**src/rtl/wb_unified_mem_arbiter_pkg.sv**
```systemverilog
// Shared codes for the unified code/data memory arbiter.
// State and grant encodings are visible to both RTL and status logic.
package wb_unified_mem_arbiter_pkg;

   typedef enum logic [1:0] {
      ARB_IDLE  = 2'b00,
      ARB_GNT_I = 2'b01,
      ARB_GNT_D = 2'b10
   } arb_state_e;

   typedef enum logic {
      LAST_IBUS = 1'b0,
      LAST_DBUS = 1'b1
   } master_e;

   localparam logic [1:0] GRANT_NONE = 2'b00;
   localparam logic [1:0] GRANT_IBUS = 2'b01;
   localparam logic [1:0] GRANT_DBUS = 2'b10;

endpackage

```
**src/rtl/wb_unified_mem_arbiter.sv**
```systemverilog
// Two-master to one-slave classic Wishbone arbiter, one transfer per
// grant, with a watchdog that errors cycles the memory never finishes.
module wb_unified_mem_arbiter
   import wb_unified_mem_arbiter_pkg::*;
#(
   parameter int ADDR_WIDTH     = 32,
   parameter int DATA_WIDTH     = 32,
   parameter int DBUS_PRIORITY  = 1,
   parameter int TIMEOUT_CYCLES = 256
) (
   input  logic                    clk,
   input  logic                    rst_n,
   input  logic [ADDR_WIDTH-1:0]   iwb_adr_i,
   input  logic                    iwb_cyc_i,
   input  logic                    iwb_stb_i,
   output logic [DATA_WIDTH-1:0]   iwb_dat_o,
   output logic                    iwb_ack_o,
   output logic                    iwb_err_o,
   input  logic [ADDR_WIDTH-1:0]   dwb_adr_i,
   input  logic [DATA_WIDTH-1:0]   dwb_dat_i,
   input  logic                    dwb_we_i,
   input  logic [DATA_WIDTH/8-1:0] dwb_sel_i,
   input  logic                    dwb_cyc_i,
   input  logic                    dwb_stb_i,
   output logic [DATA_WIDTH-1:0]   dwb_dat_o,
   output logic                    dwb_ack_o,
   output logic                    dwb_err_o,
   output logic [ADDR_WIDTH-1:0]   s_adr_o,
   output logic [DATA_WIDTH-1:0]   s_dat_o,
   output logic                    s_we_o,
   output logic [DATA_WIDTH/8-1:0] s_sel_o,
   output logic                    s_cyc_o,
   output logic                    s_stb_o,
   input  logic [DATA_WIDTH-1:0]   s_dat_i,
   input  logic                    s_ack_i,
   input  logic                    s_err_i,
   output logic [1:0]              grant_o
);

   localparam int WDW = $clog2(TIMEOUT_CYCLES);
   localparam logic [WDW-1:0] WD_LAST = WDW'(TIMEOUT_CYCLES - 1);

   arb_state_e     state_q, state_d;
   master_e        last_q, last_d;
   logic [WDW-1:0] wdog_q, wdog_d;
   logic           req_i, req_d;

   assign req_i = iwb_cyc_i & iwb_stb_i;
   assign req_d = dwb_cyc_i & dwb_stb_i;

   always_ff @(posedge clk or negedge rst_n) begin
      if (!rst_n) begin
         state_q <= ARB_IDLE;
         last_q  <= LAST_IBUS;
         wdog_q  <= '0;
      end else begin
         state_q <= state_d;
         last_q  <= last_d;
         wdog_q  <= wdog_d;
      end
   end

   always_comb begin
      state_d   = state_q;
      last_d    = last_q;
      wdog_d    = wdog_q;
      grant_o   = GRANT_NONE;
      s_adr_o   = '0;
      s_dat_o   = '0;
      s_we_o    = 1'b0;
      s_sel_o   = '0;
      s_cyc_o   = 1'b0;
      s_stb_o   = 1'b0;
      iwb_dat_o = '0;
      iwb_ack_o = 1'b0;
      iwb_err_o = 1'b0;
      dwb_dat_o = '0;
      dwb_ack_o = 1'b0;
      dwb_err_o = 1'b0;
      unique case (state_q)
         ARB_IDLE: begin
            wdog_d = '0;
            if (req_i && req_d) begin
               if (DBUS_PRIORITY != 0 || last_q == LAST_IBUS)
                  state_d = ARB_GNT_D;
               else
                  state_d = ARB_GNT_I;
            end else if (req_d) begin
               state_d = ARB_GNT_D;
            end else if (req_i) begin
               state_d = ARB_GNT_I;
            end
         end
         ARB_GNT_I: begin
            grant_o = GRANT_IBUS;
            s_adr_o = iwb_adr_i;
            s_sel_o = '1;
            s_cyc_o = req_i;
            s_stb_o = req_i;
            // a dropped request aborts silently and keeps fairness history
            if (!req_i) begin
               state_d = ARB_IDLE;
            end else if (s_err_i) begin
               iwb_err_o = 1'b1;
               state_d   = ARB_IDLE;
               last_d    = LAST_IBUS;
            end else if (s_ack_i) begin
               iwb_ack_o = 1'b1;
               iwb_dat_o = s_dat_i;
               state_d   = ARB_IDLE;
               last_d    = LAST_IBUS;
            end else if (wdog_q == WD_LAST) begin
               iwb_err_o = 1'b1;
               s_cyc_o   = 1'b0;
               s_stb_o   = 1'b0;
               state_d   = ARB_IDLE;
               last_d    = LAST_IBUS;
            end else begin
               wdog_d = wdog_q + 1'b1;
            end
         end
         ARB_GNT_D: begin
            grant_o = GRANT_DBUS;
            s_adr_o = dwb_adr_i;
            s_dat_o = dwb_dat_i;
            s_we_o  = dwb_we_i;
            s_sel_o = dwb_sel_i;
            s_cyc_o = req_d;
            s_stb_o = req_d;
            if (!req_d) begin
               state_d = ARB_IDLE;
            end else if (s_err_i) begin
               dwb_err_o = 1'b1;
               state_d   = ARB_IDLE;
               last_d    = LAST_DBUS;
            end else if (s_ack_i) begin
               dwb_ack_o = 1'b1;
               dwb_dat_o = s_dat_i;
               state_d   = ARB_IDLE;
               last_d    = LAST_DBUS;
            end else if (wdog_q == WD_LAST) begin
               dwb_err_o = 1'b1;
               s_cyc_o   = 1'b0;
               s_stb_o   = 1'b0;
               state_d   = ARB_IDLE;
               last_d    = LAST_DBUS;
            end else begin
               wdog_d = wdog_q + 1'b1;
            end
         end
         default: state_d = ARB_IDLE;
      endcase
   end

endmodule

```
**config.mk**
```make
export PLATFORM = sky130hd
export DESIGN_NAME = wb_unified_mem_arbiter
export DESIGN_NICKNAME = d
export VERILOG_FILES = /design/src/rtl/wb_unified_mem_arbiter_pkg.sv /design/src/rtl/wb_unified_mem_arbiter.sv
export SDC_FILE = /design/constraint.sdc
export NUM_CORES = 1
export LEC_CHECK = 0
export BUFFER_PORTS_ARGS = -buffer_cell sky130_fd_sc_hd__buf_2
export CAP_MARGIN = 25
export CORE_AREA = 2 2 110 112
export DETAILED_ROUTE_END_ITERATION = 6
export DIE_AREA = 0 0 112 114
export HOLD_SLACK_MARGIN = 0.12
export PLACE_DENSITY = 0.61
export SLEW_MARGIN = 15
export SYNTH_ARGS = -nofsm -noshare
export SYNTH_HDL_FRONTEND = slang
export SYNTH_SLANG_ARGS = --single-unit
```
**constraint.sdc**
```tcl
create_clock -name clk -period 2.6 [get_ports clk]
set_input_delay 0.26 -clock clk [delete_from_list [all_inputs] [get_ports clk]]
set_output_delay 0.26 -clock clk [all_outputs]
set_load 0.01 [all_outputs]
```
# Word-level counts from Yosys, hierarchy flattened
# Index checks and enable logic that the tools add are counted.
[word_totals]
ff_bits = 10
in_bits = 141
output_inout_bits = 141
latch_bits = 0
ramBits = 0
elab_cells = 60
mem_count = 0
romBits = 0
[classes]
n_mux = 45
div_mod_pow = 0
n_reduce_logical = 4
order_cmp = 0
bitwise_logic = 2
n_addsub = 1
shifts = 0
n_mul = 0
n_eq_ne = 6
[op_table]
columns = ["operator", "n"]
rows = [
  ["$mux 32", 7],
  ["$pmux 32 s2", 1],
  ["$mux 8", 5],
  ["$pmux 8 s3", 1],
  ["$mux 1", 19],
  ["$mux 2", 8],
  ["$add 8x1->8 const B", 1],
  ["$eq 8x8->1 const B", 1],
  ["$pmux 4 s2", 1],
  ["$pmux 2 s3", 1],
  ["$ne 2x2->1 const B", 2],
  ["$ne 4x4->1 const B", 1],
  ["$pmux 2 s2", 1],
  ["$reduce_and 3->1", 1],
  ["$reduce_bool 3->1", 1],
  ["$and 1x1->1", 2],
  ["$eq 2x1->1 const B", 1],
  ["$eq 2x2->1 const B", 1],
  ["$logic_not 2->1", 1],
  ["$pmux 1 s2", 1],
  ["$logic_and 1x1->1", 1],
]

# Longest topological paths before layout
# Gate-level depths: netlist (run 1).
[depth]
word_depth = 6
mapped_depth = 8
depth_no_buf = 6

# Worst setup path before layout (run 1)
# Ideal clock, no wire load.
[synth_timing]
path_kind = "register to output"
startpoint = "register state_q[1]"
endpoint = "output iwb_dat_o[22]"
n_path_buf = 2
t_arrival_ns = 1.778
setup_slack_ns = 0.562
stages_incl_launch_ff = 8
required_time_ns = 2.340
cell_sequence = "dfrtp_1 > inv_1 > ha_1 > buf_2 > nand3_1 > nor2_1 > clkbuf_1 > and2_1"
[synth_between]
elab_chain_cells = 2
[synth_rtl]
columns = ["element", "line_no", "rtl"]
rows = [
  ["from (decl)", "wb_unified_mem_arbiter.sv:43", "arb_state_e state_q, state_d;"],
  ["from (signal assigned)", "wb_unified_mem_arbiter.sv:57", "state_q <= state_d;"],
  ["$eq 2x1->1", "wb_unified_mem_arbiter.sv:80", "unique case (state_q)"],
  ["$mux 32", "wb_unified_mem_arbiter.sv:80", ""],
  ["to (decl)", "wb_unified_mem_arbiter.sv:16", "output logic [DATA_WIDTH-1:0] iwb_dat_o,"],
]
# Every way passes these cells.

# Worst setup path after layout (run 1)
[layout_timing]
startpoint = "register state_q[0]"
endpoint = "output s_adr_o[24]"
[layout_between]
elab_chain_cells = 2
[layout_rtl]
columns = ["element", "line_no", "rtl"]
rows = [
  ["$eq 2x2->1 / $eq 2x1->1 (equally long branches)", "wb_unified_mem_arbiter.sv:80", ""],
  ["$pmux 32 s2 *", "wb_unified_mem_arbiter.sv:80", ""],
  ["to (decl)", "wb_unified_mem_arbiter.sv:28", "output logic [ADDR_WIDTH-1:0] s_adr_o,"],
]
# Mark *: on every way between the ends. The rest lies on a longest branch, timed or not.

==> qor.txt, run 1 <==
Via count - 2820
Post-CTS setup buffer count - 0
Routed wire per std cell - 13.35 um
Cell count after synthesis - 271
Initial antenna violation count - 0
Clk pin slew, worst setup/hold paths - 0.04 ns
Fillcell total - 1300
Final hold viol count - 0
Clk sinks - 10
Final Setup Violations - 0
Residual DRC - 0
Status - complete, no violations
#FFs+latches synth - 10
Routability Congestion - 0.8480
Largest net degree at the start of global routing - 64
Worst path arrival time - 2.02 ns
Die area - 0.01277 mm^2
IO Port Bufs - 281
Synthesized cell area - 0.001897 mm^2
RSZ-0062 raised after global routing - no
Commonest non-fill, non-tap cells in the layout - buf_2, and2_1, nor2b_1, a22oi_1, a21oi_1
DRT iter0 DRCs - 112
Core Region - 0.01171 mm^2
Worst clock skew - 0.003839 ns
Routed wire length - 9155 um
Final worst path period share - 87.87%
Post-CTS Hold Fix Bufs - 1
Synth warnings - 0
Leak Pwr - 2.058 nW
Chip width - 112 um
Top-area cell type share of the netlist area - 32.32%
Final min period - 2.285 ns
Post-route ant nets - 0
Antenna Cells - 0
Synth-to-Final Area Change - 86.08%
Final setup TNS - 0 ns
Num ports - 282
Slew margin rel. - 57.15%
Max H-tree Level - 1
CP required - 2.34 ns
Share of cells above drive strength 1 - 55.10%
Worst Setup Start Kind - flip-flop
EDFF count, synth - 0
Largest cells by area after synthesis - and2_1, dfrtp_1, a22oi_1, nor2b_1, clkbuf_1
Maxcap violations - 0
Total GRT Usage - 12.63%
Fmax - 0.4377 GHz
Distinct cells, synth - 34
VDD IR max - 0.4440 mV
CTS root buf - clkbuf_16
Most common cell after layout, fill and taps aside - buf_2
Vias per cell - 4.111
TritonCTS Buffers - 3
Max Slew Vio Count - 0
Die height - 114 um
First-pass GRT wire length - 13040 um
Row cnt - 40
Area occupied by multi-input gates - 0.001534 mm^2
Pwr Density - 434.1 mW/mm^2
Post-cts sizing count - 0
DP HPWL - 7526 um
Initial Util - 16.20%
Hold crit path type - in2reg
Worst-Margin Slew - 0.6427 ns
Sequential Area - 250.2 um^2
Post-synthesis sequential area ratio - 13.19%
Pwr Total - 1.532 mW
Gr ovfl total - 0
Synth Flop Type - dfrtp_1
Number of nets in the layout - 686
Reg2Reg Setup Slack - 0.46 ns
Synth Net Count - 417
Largest fanout on the critical path - 63
DRT Pass-1 Iters - 4
CTS tree - done
Syn_area_per_cell - 6.999 um^2
Asr flop ratio synth - 100.0%
Setup CP Type - reg2out
Maximum root-to-sink buffer count - 2
Crit. End Element - primary output
Worst-skew pair later-pin latency - 0.24 ns
Synth area leader - and2_1
Vias in the first global route - 2412
Finished Core Util - 30.14%
-- routing by layer --
layer / GRT usage, % / vias to the layer above / wire, um
met1: 15.45 / 1243 / 3659
met5: 0 / - / 0
met2: 22.79 / 111 / 4667
li1: - / 1461 / -
met3: 3.507 / 5 / 787
met4: 1.626 / 0 / 40
-- stage by stage --
| stage | instances | instance area (um^2) | setup slack [ns] | hold WS (ns) |
|---|---|---|---|---|
| final | 686 | 3530 | 0.3154 | 0.3616 |
| after global routing | 686 | 3530 | 0.1001 | 0.3862 |
| after CTS | 686 | 3530 | 0.2906 | 0.3627 |
| after detailed placement | 681 | 3431 | 0.4753 | 0.1349 |
| after global placement | 681 | 3431 | 0.4906 | 0.1341 |
| after floorplan | 271 | 1897 | 0.5617 | -0.03559 |
-- power by group --
part	switching, mW	internal (mW)
clock network	0.0775	0.232
registers	0.0144	0.171
logic	0.564	0.474
total	0.656	0.877
-- flip-flops by register name, indices dropped and copies added (netlist names) --
signal   flops
wdog_q       8
state_q      2
-- final timing paths --
| path | to | startpoint | depth (start not counted) |
|---|---|---|---|
| hold / removal | state_q[1] | dwb_stb_i | 3 |
| setup / recovery | s_adr_o[24] | state_q[0] | 6 |
| max in group asynchronous | wdog_q[1] | rst_n | 2 |
| hold reg to reg | wdog_q[5] | wdog_q[5] | 2 |
| min in group asynchronous | wdog_q[0] | rst_n | 2 |
| setup reg to reg | wdog_q[5] | state_q[0] | 5 |
-- cells in the mapped netlist, types with 2 or more instances --
cell type	instances
and2_1	98
nor2b_1	37
a22oi_1	32
clkbuf_1	17
a21oi_1	12
dfrtp_1	10
nor2_1	7
nand2_1	6
nand3_1	6
ha_1	5
o21ai_0	5
or4_1	4
buf_1	3
inv_1	3
o31ai_1	3
or3_1	3
buf_2	2
o32ai_1	2
-- area by class of cell --
class / count / share of cell area, %
clock buffers: 4 / 2.517
inverters: 3 / 0.3190
multi-input cells: 234 / 43.46
flip-flops and latches: 10 / 7.090
well taps: 147 / 5.211
repair buffers: 288 / 41.40
-- worst max-delay path: stages (launching register included) --
cell     delay (ns)
dfrtp_1        0.39
inv_1          0.11
ha_2           0.32
buf_4          0.50
a22oi_1        0.17
nor2b_1        0.13
buf_2          0.14
-- kinds of logic (layout without fill, tap and decap cells) --
family | after synthesis | count (layout) | synth area share [%]
flops | 10 | 10 | 13.19
simple gates | 168 | 168 | 53.76
buf+inv | 27 | 295 | 6.069
fa+ha+maj | 5 | 5 | 3.298
compound gates | 60 | 60 | 23.09
mux | 1 | 1 | 0.5936
Note: power is estimated with default switching activity, not from simulation.
==> inputs of run 2 (changes only) <==
- BUFFER_PORTS_ARGS: -buffer_cell sky130_fd_sc_hd__buf_2 -> not set
- DONT_BUFFER_PORTS: not set -> 1
- PLACE_DENSITY: 0.61 -> 0.4
- clock period: 2.6 -> 3 ns (I/O delays scaled with it)
==> run 2 against run 1 <==
Net effect:
- clock-buffer cell count stayed put
- wire length is 0.90% lower
- hold slack worse by 0.073 ns
- die area stayed put
- flip-flop and latch count stayed put
- sequential power is 12% lower
- power is 27% lower
- sequential share of layout area is 4.7 points higher
- cell area is 40% lower
- critical path type unchanged
- highest routed layer unchanged
==> qor.txt, run 2 (synthesis results as in run 1) <==
Status - complete, no violations
Number of nets in the layout - 405
Num ports - 282
Vias per cell - 4.901
RSZ-0062 raised after global routing - no
Int Power - 586.2 uW
Synth-to-Final Area Change - 12.07%
Sw Ratio - 47.67%
Clk sinks - 10
Die height - 114 um
Met3 WL - 640 um
CTS root buf - clkbuf_16
Finished Core Util - 18.15%
Worst Setup Start Kind - flip-flop
Core Region - 0.01171 mm^2
DRT Pass-1 Iters - 4
Final hold viol count - 0
Hold path depth - 2
Worst clock skew - 0.0004459 ns
Routed wire length - 9073 um
Residual DRC - 0
Reg-to-reg endpoint - wdog_q[5]
Most common cell after layout, fill and taps aside - and2_1
Die area - 0.01277 mm^2
CP max-delay cell - dfrtp_1
Slew margin rel. - 60.53%
Crit. End Element - primary output
Max Used Layer - met4
Hold crit path type - in2reg
Final min period - 2.301 ns
DP HPWL - 7783 um
CTS tree - done
Part of the power in registers - 14.5%
Critical Path Most Common Cell - buf_4
Dpl cells - 400
Largest fanout on the critical path - 33
CP top delay family - buffers and inverters
R2r startpoint - state_q[0]
Max reg flops - 8
Top reg by flops - wdog_q
Post-placement cell area - 0.002027 mm^2
Routability Congestion - 0.8774
Worst-Margin Slew - 0.5921 ns
VDD IR max - 0.2375 mV
DRT iter0 DRCs - 108
Worst-skew pair later-pin latency - 0.24 ns
Final Setup Violations - 0
Worst path arrival time - 2.00 ns
Pwr Total - 1.120 mW
Setup CP Type - reg2out
Post-route ant nets - 0
CP Cell Sequence - inv_1, ha_2, buf_4, nand3_1, nor2_1, buf_4, and2_1
IO Port Bufs - 0
Worst hold start - dwb_stb_i
Gr ovfl total - 0
Post-cts sizing count - 0
Max Slew Vio Count - 0
Gate power share - 61.8%
Final worst setup slack - 0.6985 ns
Pwr Density - 527.0 mW/mm^2
Chip width - 112 um
Via count - 1985
First-pass GRT wire length - 11660 um
Reg2Reg Setup Slack - 0.84 ns
Met2 Routed Length - 4436 um
Commonest non-fill, non-tap cells in the layout - and2_1, nor2b_1, a22oi_1, a21oi_1, dfrtp_1
Total GRT Usage - 12.23%
Leak Pwr - 0.7354 nW
Vias in the first global route - 1756
Hold slack - 0.2886 ns
Met1 Wirelength - 3716 um
Hold path endpoint - state_q[1]
Path depth of the worst reg2reg path - 5
Pre-CTS WS - 0.8504 ns
Crit path largest cell delay - 0.39 ns
Largest net degree at the start of global routing - 56
Initial antenna violation count - 0
Routed wire per std cell - 22.40 um
Antenna Cells - 0
Fmax - 0.4345 GHz
Psw - 534.0 uW
Clock share of power - 23.8%
Initial Util - 16.20%
Non-Filler Instances - 405
Top Registers - wdog_q (8), state_q (2)
CP required - 2.70 ns
Max H-tree Level - 1
Maximum root-to-sink buffer count - 2
Final worst path period share - 76.72%
Share of cells above drive strength 1 - 6.589%
Clk pin slew, worst setup/hold paths - 0.04 ns
Non-Filler Cell Area, Final - 0.002126 mm^2
TritonCTS Buffers - 3
Row cnt - 40
Final setup TNS - 0 ns
Post-CTS setup buffer count - 0
Worst path bufs/invs - 3
Maxcap violations - 0
run 2: cell types whose count changed in the layout (fill, tap and decap cells not counted), sizes merged:
cell	previous run	this run
buf	287	6
run 2: worst max-delay path by stage:
stage	startpoint	end	slack, ns	cells after the start
final	state_q[0]	dwb_dat_o[18]	0.70	7
after detailed placement	state_q[0]	wdog_q[4]	0.85	5
after CTS	state_q[0]	dwb_dat_o[20]	0.67	7
after global placement	state_q[0]	wdog_q[6]	0.88	5
after global routing	state_q[0]	dwb_dat_o[18]	0.53	7
after floorplan	state_q[1]	iwb_dat_o[22]	0.92	7
run 2: cell type report:
| class | count | area [um^2] |
|---|---|---|
| Tap cell | 147 | 183.9 |
| Multi-Input combinational cell | 234 | 1536 |
| Inverter | 3 | 11.26 |
| Sequential cell | 10 | 250.2 |
| Fill cell | 1331 | 9585 |
| Timing Repair Buffer | 7 | 55.05 |
| Clock buffer | 4 | 88.84 |
run 2: power groups by stage:
stage	clock [mW]	sequential (mW)	combinational, mW
after global routing	0.278	0.166	0.761
final	0.266	0.162	0.692
after global placement	0	0.164	0.700
after floorplan	0	0.160	0.546
after CTS	0.269	0.162	0.716
after detailed placement	0	0.164	0.711
run 2: metal layers:
metal | track usage, % | vias up
met2 | 20.04 | 126
met1 | 16.02 | 947
li1 | - | 902
met3 | 2.550 | 10
met4 | 4.309 | 0
met5 | 0 | -
run 2: timing repair:
item	4_1_cts	5_1_grt
hold endpoints to repair	10	0
hold buffers	1	0
endpoints found under the setup margin	0	0
==> inputs of run 3 (changes only) <==
- PLACE_DENSITY: 0.4 -> 0.41
- clock period: 3 -> 1.9 ns (I/O delays scaled with it)
==> run 3 against run 2 <==
Net effect:
- flip-flop and latch count unchanged
- global-route usage increased by 2.2 points
- cell area grew 52%
- critical endpoint is now wdog_q[6]
- sequential share of layout area down 4.0 points
- the flow now finishes with violations (negative setup slack)
==> qor.txt, run 3 (synthesis results as in run 1) <==
Status - finished, violations left
Maximum root-to-sink buffer count - 2
Initial antenna violation count - 1
CP required - 2.07 ns
First-pass GRT wire length - 14030 um
Vias in the first global route - 2129
Antenna Cells - 0
Max reg flops - 8
Reg-to-reg endpoint - wdog_q[6]
Crit path to - wdog_q[6]
Worst-Margin Slew - 0.4748 ns
CP Cell Sequence - ha_2, or3_4, a211o_4, or4_4, a21oi_2
Num ports - 282
Worst setup startpoint - state_q[1]
Worst clock skew - 0.001187 ns
Routability Congestion - 0.7783
Final hold viol count - 0
Top reg by flops - wdog_q
Post-route ant nets - 0
Chip width - 112 um
Vias per cell - 5.189
Gr ovfl total - 0
Top Registers - wdog_q (8), state_q (2)
Most common cell after layout, fill and taps aside - and2_4
DRT Pass-1 Iters - 4
Slew margin rel. - 68.13%
Clk sinks - 10
IO Port Bufs - 0
Violated checks - negative setup slack
R2r startpoint - state_q[1]
Largest net degree at the start of global routing - 35
Routed wire length - 11090 um
RSZ-0062 raised after global routing - yes
Final worst setup slack - -0.05754 ns
TritonCTS Buffers - 3
Residual DRC - 0
Max H-tree Level - 1
DRT iter0 DRCs - 176
Initial Util - 16.20%
Max Slew Vio Count - 0
Core Region - 0.01171 mm^2
Commonest non-fill, non-tap cells in the layout - and2_4, and2_1, buf_4, nor2b_2, a22oi_1
CP max-delay cell - or4_4
Leak Pwr - 1.203 nW
Pwr Density - 811.0 mW/mm^2
Worst-skew pair later-pin latency - 0.24 ns
Final min period - 1.958 ns
Path depth of the worst reg2reg path - 5
Routed wire per std cell - 24.43 um
Worst Setup Start Kind - flip-flop
Setup CP Type - reg2reg
Total GRT Usage - 14.42%
Number of nets in the layout - 454
Worst path arrival time - 2.12 ns
Synth-to-Final Area Change - 70.12%
Crit path largest cell delay - 0.49 ns
Final Setup Violations - 30
Final worst path period share - 103.0%
Maxcap violations - 0
Die area - 0.01277 mm^2
Share of cells above drive strength 1 - 57.33%
Final setup TNS - -0.4816 ns
Die height - 114 um
CTS tree - done
Hold crit path type - in2reg
VDD IR max - 0.5693 mV
Fmax - 0.5108 GHz
Row cnt - 40
Clk pin slew, worst setup/hold paths - 0.04 ns
Fillcell total - 1266
Via count - 2356
Reg2Reg Setup Slack - -0.06 ns
Largest fanout on the critical path - 7
Finished Core Util - 27.55%
DP HPWL - 7140 um
CTS root buf - clkbuf_16
Crit. End Element - flip-flop
-- run 3: cell types whose count changed in the layout (fill, tap and decap cells not counted), sizes merged --
cell / delta
buf: +43
a211o: +1
clkbuf: +3
bufbuf: +2
-- run 3: layout make-up --
type	instances	area [um^2]	area share, %
tap	147	183.9	5.700
clock buffer	4	88.84	2.753
multi-input combinational	235	1954	60.57
timing repair buffer	55	728.2	22.57
sequential	10	250.2	7.755
inverter	3	21.27	0.6592
-- run 3: per-stage QoR --
step                      hold WS [ns]  power [mW]  setup slack [ns]  std cells  area (um^2)
after global routing            0.1907       2.753           -0.1029        454         3227
after detailed placement       -0.1053       1.505           -0.1631        419         2207
final                           0.1870       2.617          -0.05754        454         3227
after floorplan                -0.1056       1.118         -0.007478        271         1903
after CTS                       0.1815       2.375          -0.06434        447         3009
after global placement         -0.1053       1.490           -0.1149        419         2207
-- run 3: what timing repair did --
| item | 4_1_cts | 5_1_grt |
|---|---|---|
| pin swaps | 27 | 29 |
| endpoints found under the setup margin | 111 | 113 |
| setup buffers | 13 | 5 |
| hold buffers | 1 | 0 |
| resized for setup | 109 | 48 |
| hold endpoints to repair | 10 | 0 |
| gates cloned | 10 | 5 |
-- run 3: per-layer routing --
metal	track usage [%]	wire length, um
met3	1.647	735
met4	2.520	122
met5	0	13
met1	19.50	4444
met2	25.17	5775
-- run 3: where the power goes --
group	internal [mW]	switching [mW]
clock network	0.317	0.102
logic	0.968	0.981
registers	0.234	0.0144
total	1.52	1.10
-- run 3: worst max-delay path: cells and delay by family (launching register included) --
| family | cells | cell delay (ns) |
|---|---|---|
| AO/OA/AOI/OAI | 2 | 0.47 |
| AND/OR/NAND/NOR | 2 | 0.84 |
| adder cells (fa/ha/maj) | 1 | 0.20 |
| flip-flops | 1 | 0.38 |
-- run 3: worst min-delay path by stage --
| stage | startpoint | end | slack [ns] | cells after the start |
|---|---|---|---|---|
| 6_report | dwb_stb_i | state_q[1] | 0.19 | 2 |
| 3_3_place_gp | rst_n | wdog_q[5] | -0.11 | 0 |
| 4_1_cts | dwb_stb_i | state_q[1] | 0.18 | 2 |
| 5_1_grt | dwb_stb_i | state_q[1] | 0.19 | 2 |
| 3_5_place_dp | rst_n | wdog_q[5] | -0.11 | 0 |
| 2_1_floorplan | rst_n | state_q[0] | -0.11 | 0 |
